==> config.mk <==
export PLATFORM = sky130hd
export DESIGN_NAME = block_dropper_flat
export DESIGN_NICKNAME = d
export VERILOG_FILES = /design/src/rtl/game_pkg.sv /design/src/rtl/block_dropper_if.sv /design/src/rtl/block_dropper_lfsr10.sv /design/src/rtl/block_dropper.sv /design/src/flat_wrapper.sv
export SDC_FILE = /design/constraint.sdc
export NUM_CORES = 1
export LEC_CHECK = 0
export ABC_AREA = 1
export CORE_MARGIN = 1.5
export CORE_UTILIZATION = 35
export CTS_BUF_LIST = sky130_fd_sc_hd__clkbuf_8
export CTS_CLUSTER_DIAMETER = 150
export DETAILED_ROUTE_END_ITERATION = 6
export GPL_ROUTABILITY_DRIVEN = 0
export GPL_TIMING_DRIVEN = 0
export PLACE_DENSITY = 0.67
export SYNTH_ARGS = -nofsm -noshare
export SYNTH_HDL_FRONTEND = slang
export SYNTH_SLANG_ARGS = --single-unit
==> constraint.sdc <==
create_clock -name clk -period 2.9 [get_ports clk]
set_clock_uncertainty 0.1 [all_clocks]
set_input_delay 0.58 -clock clk [delete_from_list [all_inputs] [get_ports clk]]
set_output_delay 0.58 -clock clk [all_outputs]
set_load 0.1 [all_outputs]
==> src/rtl/game_pkg.sv <==
// Shared geometry, colour codes and dropper state encoding for the falling-block game.
// The stack stage and the renderer import the same constants.
package game_pkg;

    localparam int SCREEN_W = 640;
    localparam int SCREEN_H = 480;
    localparam int BLOCK_W  = 32;
    localparam int BLOCK_H  = 16;

    typedef enum logic [1:0] {
        COLOR_NONE = 2'd0,
        COLOR_1    = 2'd1,
        COLOR_2    = 2'd2,
        COLOR_3    = 2'd3
    } color_t;

    typedef enum logic [1:0] {
        ST_IDLE  = 2'd0,
        ST_SPAWN = 2'd1,
        ST_FALL  = 2'd2,
        ST_WAIT  = 2'd3
    } drop_state_t;

    // Values past x_max wrap back to the left edge so every spawn stays on screen.
    function automatic logic [9:0] spawn_x(input logic [9:0] c, input logic [9:0] x_max);
        return (c <= x_max) ? c : (c - x_max - 10'd1);
    endfunction

    function automatic color_t spawn_color(input logic [1:0] bits);
        return (bits == 2'd0) ? COLOR_1 : color_t'(bits);
    endfunction

endpackage

==> src/rtl/block_dropper_if.sv <==
// Dropper-to-stack-stage bundle: frame tick and stack feedback in, falling block out.
interface block_dropper_if;
    import game_pkg::*;

    logic        tick;
    logic        run;
    logic [9:0]  stack_x;
    logic [9:0]  stack_top_y;
    logic [9:0]  fall_x;
    logic [9:0]  fall_y;
    color_t      fall_color;
    logic        active;
    logic        caught;
    logic        missed;

    modport master (
        input  tick, run, stack_x, stack_top_y,
        output fall_x, fall_y, fall_color, active, caught, missed
    );

    modport slave (
        output tick, run, stack_x, stack_top_y,
        input  fall_x, fall_y, fall_color, active, caught, missed
    );

endinterface

==> src/rtl/block_dropper_lfsr10.sv <==
// Free-running 10-bit Fibonacci LFSR, x^10 + x^7 + 1, maximal length (1023 states).
module lfsr10 #(
    parameter logic [9:0] SEED = 10'h2A5
) (
    input  logic       clk,
    input  logic       rst,
    output logic [9:0] q
);

    logic [9:0] q_q;
    logic [9:0] q_d;

    always_comb begin
        q_d = {q_q[8:0], q_q[9] ^ q_q[6]};
    end

    always_ff @(posedge clk) begin
        if (rst) begin
            q_q <= SEED;
        end else begin
            q_q <= q_d;
        end
    end

    assign q = q_q;

endmodule

==> src/rtl/block_dropper.sv <==
// Spawns one falling block at a time, steps it down on frame ticks and reports
// whether it landed on the stack top (caught) or on the floor (missed).
module block_dropper
    import game_pkg::*;
#(
    parameter int         FALL_STEP     = 2,
    parameter int         RESPAWN_TICKS = 30,
    parameter logic [9:0] LFSR_SEED     = 10'h2A5
) (
    input  logic            clk,
    input  logic            rst,
    block_dropper_if.master bus
);

    localparam logic [9:0]  X_MAX      = 10'(SCREEN_W - BLOCK_W);
    localparam logic [9:0]  BH10       = 10'(BLOCK_H);
    localparam logic [10:0] BH11       = 11'(BLOCK_H);
    localparam logic [10:0] BW11       = 11'(BLOCK_W);
    localparam logic [10:0] STEP11     = 11'(FALL_STEP);
    localparam logic [10:0] FLOOR11    = 11'(SCREEN_H);
    localparam logic [9:0]  FLOOR_REST = 10'(SCREEN_H - BLOCK_H);
    localparam int          CNT_W      = $clog2(RESPAWN_TICKS + 1);
    localparam logic [CNT_W-1:0] CNT_LAST = CNT_W'(RESPAWN_TICKS - 1);

    drop_state_t      state_q, state_d;
    logic [9:0]       fall_x_q, fall_x_d;
    logic [9:0]       fall_y_q, fall_y_d;
    color_t           color_q, color_d;
    logic             active_q, active_d;
    logic             caught_q, caught_d;
    logic             missed_q, missed_d;
    logic [CNT_W-1:0] cnt_q, cnt_d;

    logic [9:0]  lfsr;
    logic        tick_en;
    logic [10:0] ny;
    logic [10:0] diff;
    logic [10:0] abs_diff;
    logic        overlap;
    logic        hit_stack;
    logic        hit_floor;
    logic [9:0]  catch_y;

    lfsr10 #(.SEED(LFSR_SEED)) u_lfsr (
        .clk (clk),
        .rst (rst),
        .q   (lfsr)
    );

    assign tick_en   = bus.tick & bus.run;
    assign ny        = {1'b0, fall_y_q} + STEP11;
    // 11-bit two's complement keeps the full -1023..1023 x separation exact.
    assign diff      = {1'b0, fall_x_q} - {1'b0, bus.stack_x};
    assign abs_diff  = diff[10] ? (~diff + 11'd1) : diff;
    assign overlap   = abs_diff < BW11;
    assign hit_stack = ((ny + BH11) >= {1'b0, bus.stack_top_y}) && overlap;
    assign hit_floor = (ny + BH11) >= FLOOR11;
    assign catch_y   = (bus.stack_top_y >= BH10) ? (bus.stack_top_y - BH10) : 10'd0;

    always_comb begin
        state_d  = state_q;
        fall_x_d = fall_x_q;
        fall_y_d = fall_y_q;
        color_d  = color_q;
        active_d = active_q;
        cnt_d    = cnt_q;
        caught_d = 1'b0;
        missed_d = 1'b0;

        unique case (state_q)
            ST_IDLE: begin
                if (tick_en) begin
                    state_d = ST_SPAWN;
                end
            end
            ST_SPAWN: begin
                fall_x_d = spawn_x(lfsr, X_MAX);
                fall_y_d = 10'd0;
                color_d  = spawn_color(lfsr[1:0]);
                active_d = 1'b1;
                state_d  = ST_FALL;
            end
            ST_FALL: begin
                if (tick_en) begin
                    // Landing on the stack wins when the floor is reached on the same tick.
                    if (hit_stack) begin
                        fall_y_d = catch_y;
                        caught_d = 1'b1;
                        active_d = 1'b0;
                        state_d  = ST_WAIT;
                    end else if (hit_floor) begin
                        fall_y_d = FLOOR_REST;
                        missed_d = 1'b1;
                        active_d = 1'b0;
                        state_d  = ST_WAIT;
                    end else begin
                        fall_y_d = ny[9:0];
                    end
                end
            end
            ST_WAIT: begin
                if (tick_en) begin
                    if (cnt_q == CNT_LAST) begin
                        cnt_d   = '0;
                        state_d = ST_SPAWN;
                    end else begin
                        cnt_d = cnt_q + 1'b1;
                    end
                end
            end
            default: begin
                state_d = ST_IDLE;
            end
        endcase
    end

    always_ff @(posedge clk) begin
        if (rst) begin
            state_q  <= ST_IDLE;
            fall_x_q <= '0;
            fall_y_q <= '0;
            color_q  <= COLOR_NONE;
            active_q <= 1'b0;
            caught_q <= 1'b0;
            missed_q <= 1'b0;
            cnt_q    <= '0;
        end else begin
            state_q  <= state_d;
            fall_x_q <= fall_x_d;
            fall_y_q <= fall_y_d;
            color_q  <= color_d;
            active_q <= active_d;
            caught_q <= caught_d;
            missed_q <= missed_d;
            cnt_q    <= cnt_d;
        end
    end

    assign bus.fall_x     = fall_x_q;
    assign bus.fall_y     = fall_y_q;
    assign bus.fall_color = color_q;
    assign bus.active     = active_q;
    assign bus.caught     = caught_q;
    assign bus.missed     = missed_q;

endmodule

==> src/flat_wrapper.sv <==
// flat-port wrapper written by rule: the top's interface ports become plain ports
module block_dropper_flat import game_pkg::*;
#(
    parameter int         FALL_STEP     = 2,
    parameter int         RESPAWN_TICKS = 30,
    parameter logic [9:0] LFSR_SEED     = 10'h2A5
)
  (clk, rst, bus_tick, bus_run, bus_stack_x, bus_stack_top_y, bus_fall_x, bus_fall_y, bus_fall_color, bus_active, bus_caught, bus_missed);
  block_dropper_if bus_i ();
  input  logic clk;
  input  logic rst;
  input wire logic [$bits(bus_i.tick)-1:0] bus_tick;
  input wire logic [$bits(bus_i.run)-1:0] bus_run;
  input wire logic [$bits(bus_i.stack_x)-1:0] bus_stack_x;
  input wire logic [$bits(bus_i.stack_top_y)-1:0] bus_stack_top_y;
  output wire logic [$bits(bus_i.fall_x)-1:0] bus_fall_x;
  output wire logic [$bits(bus_i.fall_y)-1:0] bus_fall_y;
  output wire logic [$bits(bus_i.fall_color)-1:0] bus_fall_color;
  output wire logic [$bits(bus_i.active)-1:0] bus_active;
  output wire logic [$bits(bus_i.caught)-1:0] bus_caught;
  output wire logic [$bits(bus_i.missed)-1:0] bus_missed;
  assign bus_i.tick = bus_tick;
  assign bus_i.run = bus_run;
  assign bus_i.stack_x = bus_stack_x;
  assign bus_i.stack_top_y = bus_stack_top_y;
  assign bus_fall_x = bus_i.fall_x;
  assign bus_fall_y = bus_i.fall_y;
  assign bus_fall_color = bus_i.fall_color;
  assign bus_active = bus_i.active;
  assign bus_caught = bus_i.caught;
  assign bus_missed = bus_i.missed;
  block_dropper #(.FALL_STEP(FALL_STEP), .RESPAWN_TICKS(RESPAWN_TICKS), .LFSR_SEED(LFSR_SEED)) u_core (.clk(clk), .rst(rst), .bus(bus_i));
endmodule
## After elaboration in Yosys (flattened, before gate mapping)

Index checks and enable logic that the tools add are counted.

- Register bits: 42
- Word-level logic and storage cells: 68
- Input bits: 24
- Output and inout bits: 25

- Bitwise operators: 5
- Muxes and demuxes: 22
- Reduce and logical (&&, ||, !) cells: 10
- Order comparisons: 5
- $add $sub $neg: 8
- Equal/unequal tests: 9

Operators with widths:

| cell | number |
|---|---|
| two-way mux 10 bit | 5 |
| one-hot mux 10 bit (2 select lines) | 1 |
| two-way mux 2 bit | 7 |
| adder 10 x 2 -> 11 bit (second input constant) | 1 |
| adder 11 x 1 -> 11 bit (second input constant) | 1 |
| adder 11 x 5 -> 11 bit (second input constant) | 1 |
| >= comparator 11 x 10 -> 1 bit | 1 |
| >= comparator 11 x 9 -> 1 bit (second input constant) | 1 |
| < comparator 11 x 6 -> 1 bit (second input constant) | 1 |
| two-way mux 11 bit | 1 |
| NOT 11 bit | 1 |
| subtractor 10 x 10 -> 11 bit | 1 |
| >= comparator 10 x 5 -> 1 bit (second input constant) | 1 |
| <= comparator 10 bit (second input constant) | 1 |
| subtractor 10 x 1 -> 10 bit (second input constant) | 1 |
| subtractor 10 bit (second input constant) | 1 |
| subtractor 10 x 5 -> 10 bit (second input constant) | 1 |
| inequality test 2 x 1 -> 1 bit (second input constant) | 4 |
| one-hot mux 2 bit (4 select lines) | 1 |
| adder 5 x 1 -> 5 bit (second input constant) | 1 |
| == test 5 bit (second input constant) | 1 |
| two-way mux 1 bit | 5 |
| two-way mux 5 bit | 1 |
| AND reduction 5 bit | 1 |
| 14 further kinds | 18 |

## Longest topological paths before layout

- Depth after elaboration: 9
- Mapped depth: 27
- Depth with buffers taken out: 27

## Hierarchy

From an unflattened synthesis, not the netlist that was laid out.

- Cells, all modules: 568
- Area total of the unflattened synthesis: 3563.4 sq um

Modules (own cells, without submodules):

| module | area each (sq um) | instances | cells each | seq. area each (sq um) |
|---|---|---|---|---|
| block_dropper | 3200.6 | 1 | 528 | 640.6 |
| lfsr10 | 362.8 | 1 | 40 | 200.2 |

## Worst setup path before layout

Ideal clock, no wire load.

- Kind: register to register
- From: register u_core.fall_y_q[1], in the netlist u_core.bus.fall_y[1]
- To: register u_core.fall_y_q[4], in the netlist u_core.bus.fall_y[4]
- Clock period less this slack: 3724 ps
- Arrival: 3492 ps
- Buffers on the path: 1
- Path slack: -824 ps
- Library setup time: 132 ps
- Stages on the path, launching flop included: 26
- Required time: 2668 ps
- Cells stage by stage: dfxtp_1 -> ha_1 -> nand2_2 -> nor2_2 -> nand2_1 -> nand2_2 -> ha_1 -> nand3_1 -> nand2_1 -> inv_1 -> ha_1 -> nand2_1 -> inv_1 -> a21oi_1 -> nand2_1 -> nand2_1 -> nand3_1 -> nand2_1 -> nand2_1 -> nor2_2 -> nor2_8 -> nand3_4 -> buf_6 -> nand2_1 -> nand3_1 -> a21oi_1

- Cells in the longest elaborated chain, start to end: 7
- Elaborated cells between the ends (all ways): 9
- Classes of those cells: add/sub: 2; order compare: 2; mux: 4; reduce/logical: 1

RTL lines:

| what | line | source |
|---|---|---|
| from (decl) | block_dropper.sv:27 | `logic [9:0] fall_y_q, fall_y_d;` |
| from (signal assigned) | block_dropper.sv:130 | `fall_y_q <= fall_y_d;` |
| adder 10 x 2 -> 11 bit * | block_dropper.sv:51 | `assign ny = {1'b0, fall_y_q} + STEP11;` |
| adder 11 x 5 -> 11 bit | block_dropper.sv:56, block_dropper.sv:57 |  |
| >= comparator 11 x 9 -> 1 bit / >= comparator 11 x 10 -> 1 bit (equally long branches) | block_dropper.sv:57, block_dropper.sv:56 |  |
| two-way mux 10 bit / logical AND 1 bit (equally long branches) | block_dropper.sv:91, block_dropper.sv:56 |  |
| two-way mux 10 bit * | block_dropper.sv:86 | `if (hit_stack) begin` |
| two-way mux 10 bit * | block_dropper.sv:84 | `if (tick_en) begin` |
| one-hot mux 10 bit (2 select lines) * | block_dropper.sv:70 | `unique case (state_q)` |

Every way passes the cells marked *; elsewhere a longest branch is shown, timed or not. The select of a mux whose other input is x is not followed.
A chain may end at the register's enable or synchronous reset.

## Worst setup path after layout

- From: register u_core.fall_y_q[1], in the netlist u_core.bus.fall_y[1]
- To: register u_core.fall_y_q[7], in the netlist u_core.bus.fall_y[7]

Same word-level chain as after synthesis.

==> impl_metrics.yaml <==
cells_and_area:
  mostFrequentLayoutCells: "107 x nand2_1, 98 x inv_1, 47 x clkdlybuf4s50_1, 44 x nand3_1, 40 x nor2_1"
  nets: 669
  regArea_sq_um: 861
  fin_area_sq_um: 4650
  fillCellCount: 970
  n_antenna_cell: 0
  final_common_cell: "nand2_1"
  syn2layout_area_growth_pct: 34.3
  drive_gt1_frac: 0.190
  multi_input_area_sq_um: 2500
  fin_cells: 745
drt:
  drc: 0
  ant_nets: 0
  drt_iter0_markers: 203
  drt_pass1_iterations: 4
  wl_um: 9270
  wl_per_cell_um: 12.4
  route.vias.total: 3682
  vias_per_cell: 4.94
clock_tree:
  cts_tree: "built"
  insertion_delay_ps: 290
  clkSinkCount: 42
  path_clk_slew_ps: 70
  clockBufferDepth: 2
  numCtsBuffers: 5
  root_buffer: "clkbuf_8"
  htreeDepth: 2
  hold_buffers: 0
logic_synthesis:
  yosysWarnings: 0
  synth_edf_count: 0
  ys_types: 34
  synth_area_leaders: "dfxtp_1 24%, nand2_1 13%, ha_1 12%, inv_1 11%, nand3_1 7.7%"
  async_reset_ff_frac: 0
  yosysTopAreaCell: "dfxtp_1"
  syn-num-nets: 600
  synth_seq_cells: 42
  synth_cells: 542
  synth_area_sq_um: 3460
  avgSynthCellArea_sq_um: 6.39
  ys.flop_type: "dfxtp_1"
  yosysSeqAreaShare: 0.243
  synth_top_cell_area_share: 0.243
critical_path:
  cp_num_buf_inv: 3
  crit_start: "u_core.bus.fall_y[1]"
  cpLargestDelayFamily: "simple AND/OR/NAND/NOR gates"
  critPathKind: "reg -> reg"
  rr_worst_depth: 25
  crit_slowest_cell: "dfxtp_4"
  timing.critical_path.mode_cell: "nand2_1"
  worstPathMaxFanout: 5
  r2r-start: "u_core.bus.fall_y[1]"
  worst-endpoint-arrival_ps: 3090
  worstPathRequired_ps: 3010
  r2r-end: "u_core.bus.fall_y[7]"
  cp_slowest_stage_delay_ps: 380
  cp-start-kind: "flop"
  worstSetupEndpointType: "flop"
  r2r_slack_ps: -80
placed_design:
  io_buffer_count: 47
  place_inst: 722
  dpl_cell_area_sq_um: 4170
  dp_hpwl_um: 7190
power_and_ir_drop:
  power.density_nw_per_um2: 670
  p_leak_nw: 2.21
  ir_drop_mv: 0.328
grt:
  track_usage: 0.182
  grt.overflow.total: 0
  grt_pass1_vias: 3330
  antenna_found_initial: 0
  grt_start_max_net_pins: 13
  grt_pass1_wl_um: 15400
worst_hold_path:
  min_from: "u_core.u_lfsr.q[4]"
  hp-class: "reg -> reg"
  whs_endpoint: "u_core.u_lfsr.q[5]"
  hold_depth: 2
floorplanning:
  die_area_sq_um: 10500
  start_util: 0.357
  rows: 36
  die_h_um: 102
  coreArea_sq_um: 9680
  io_pins: 49
  die_w_um: 102
timing:
  timing.final.hold_violations: 0
  slew_viol_final: 0
  worstMarginPinSlew_ps: 985
  grt_setup_unrepaired: "true"
  relSlewSlack: 0.341
  fin_crit_ps: 2980
  setup_slack_ps: -79.2
  period_share: 1.03
  fmax_mhz: 336
  setup_viol: 14
job:
  cap_violations: 0
outcome:
  violations: "negative setup slack"
  status: "finished with violations"
## metrics by stage
stage | hold WS (ps) | worst slack (ps) | total power [mW] | utilization | setup TNS [ps]
after floorplan | 326 | -131 | 2.16 | - | -1330
after global placement | 344 | -413 | 2.54 | 0.431 | -5220
after detailed placement | 358 | -450 | 2.56 | 0.431 | -5900
after CTS | 378 | -83.4 | 3.07 | 0.471 | -534
after global routing | 413 | -278 | 3.35 | 0.480 | -3480
final | 373 | -79.2 | 3.12 | 0.480 | -680
## logic make-up after synthesis
group	synth area share
AO/OA/AOI/OAI	0.117
adder cells (fa/ha/maj)	0.125
AND/OR/NAND/NOR	0.369
flip-flops	0.243
buffers and inverters	0.124
XOR/XNOR	0.0224
## state kept, by name (all words and copies together) (netlist names)
signal,flops
u_core.bus.active,1
u_core.bus.caught,1
u_core.bus.fall_color,2
u_core.bus.fall_x,10
u_core.bus.fall_y,10
u_core.bus.missed,1
u_core.cnt_q,5
u_core.state_q,2
u_core.u_lfsr.q,10
## tightest hold or removal path, stage by stage (launching register included)
cell     delay (ps)
dfxtp_1         310
inv_1            70
nand2_1          70
## layout make-up
class	instances	share of cell area
multi-input combinational	388	0.537
sequential	42	0.185
timing repair buffer	62	0.129
inverter	104	0.0845
tap	133	0.0358
clock buffer	6	0.0178
buffer	8	0.00888
clock inverter	2	0.00188
## cells in the mapped netlist (7+ instances only)
cell      count
a21oi_1      37
nand3_1      53
nor2_1       42
clkbuf_1      7
o21ai_0      21
nand4_1      16
nor2_2        7
ha_1         33
nand2_2      15
dfxtp_1      42
inv_1       100
nand2_1     121
## per-layer routing
layer  track usage  part of all wire
met1         0.241              0.46
met3        0.0294             0.042
met5             0                 0
met4        0.0443             0.015
met2         0.311              0.48
## repair_timing
action | in CTS | in global routing
endpoints found under the hold margin | 0 | 0
setup buffers | 14 | 1
gates resized for setup | 35 | 26
pin swaps | 17 | 23
endpoints found under the setup margin | 15 | 15
cloned | 1 | 0
## report_power, final
part	internal [mW]	switching, mW	total [mW]
registers	0.672	0.0924	0.765
clock network	0.188	0.190	0.378
logic	0.596	1.38	1.97
total	1.46	1.66	3.12
## how the worst max path moves through the flow
| stage | cells after the start | endpoint | slack [ps] |
|---|---|---|---|
| 6_report | 25 | u_core.bus.fall_y[7] | -80 |
| 5_1_grt | 26 | u_core.bus.active | -280 |
| 4_1_cts | 26 | u_core.bus.fall_y[6] | -80 |
| 3_5_place_dp | 18 | u_core.bus.fall_y[5] | -450 |
| 3_3_place_gp | 18 | u_core.bus.fall_y[4] | -410 |
| 2_1_floorplan | 25 | u_core.bus.fall_y[4] | -130 |
(Power assumes the default switching activity.)
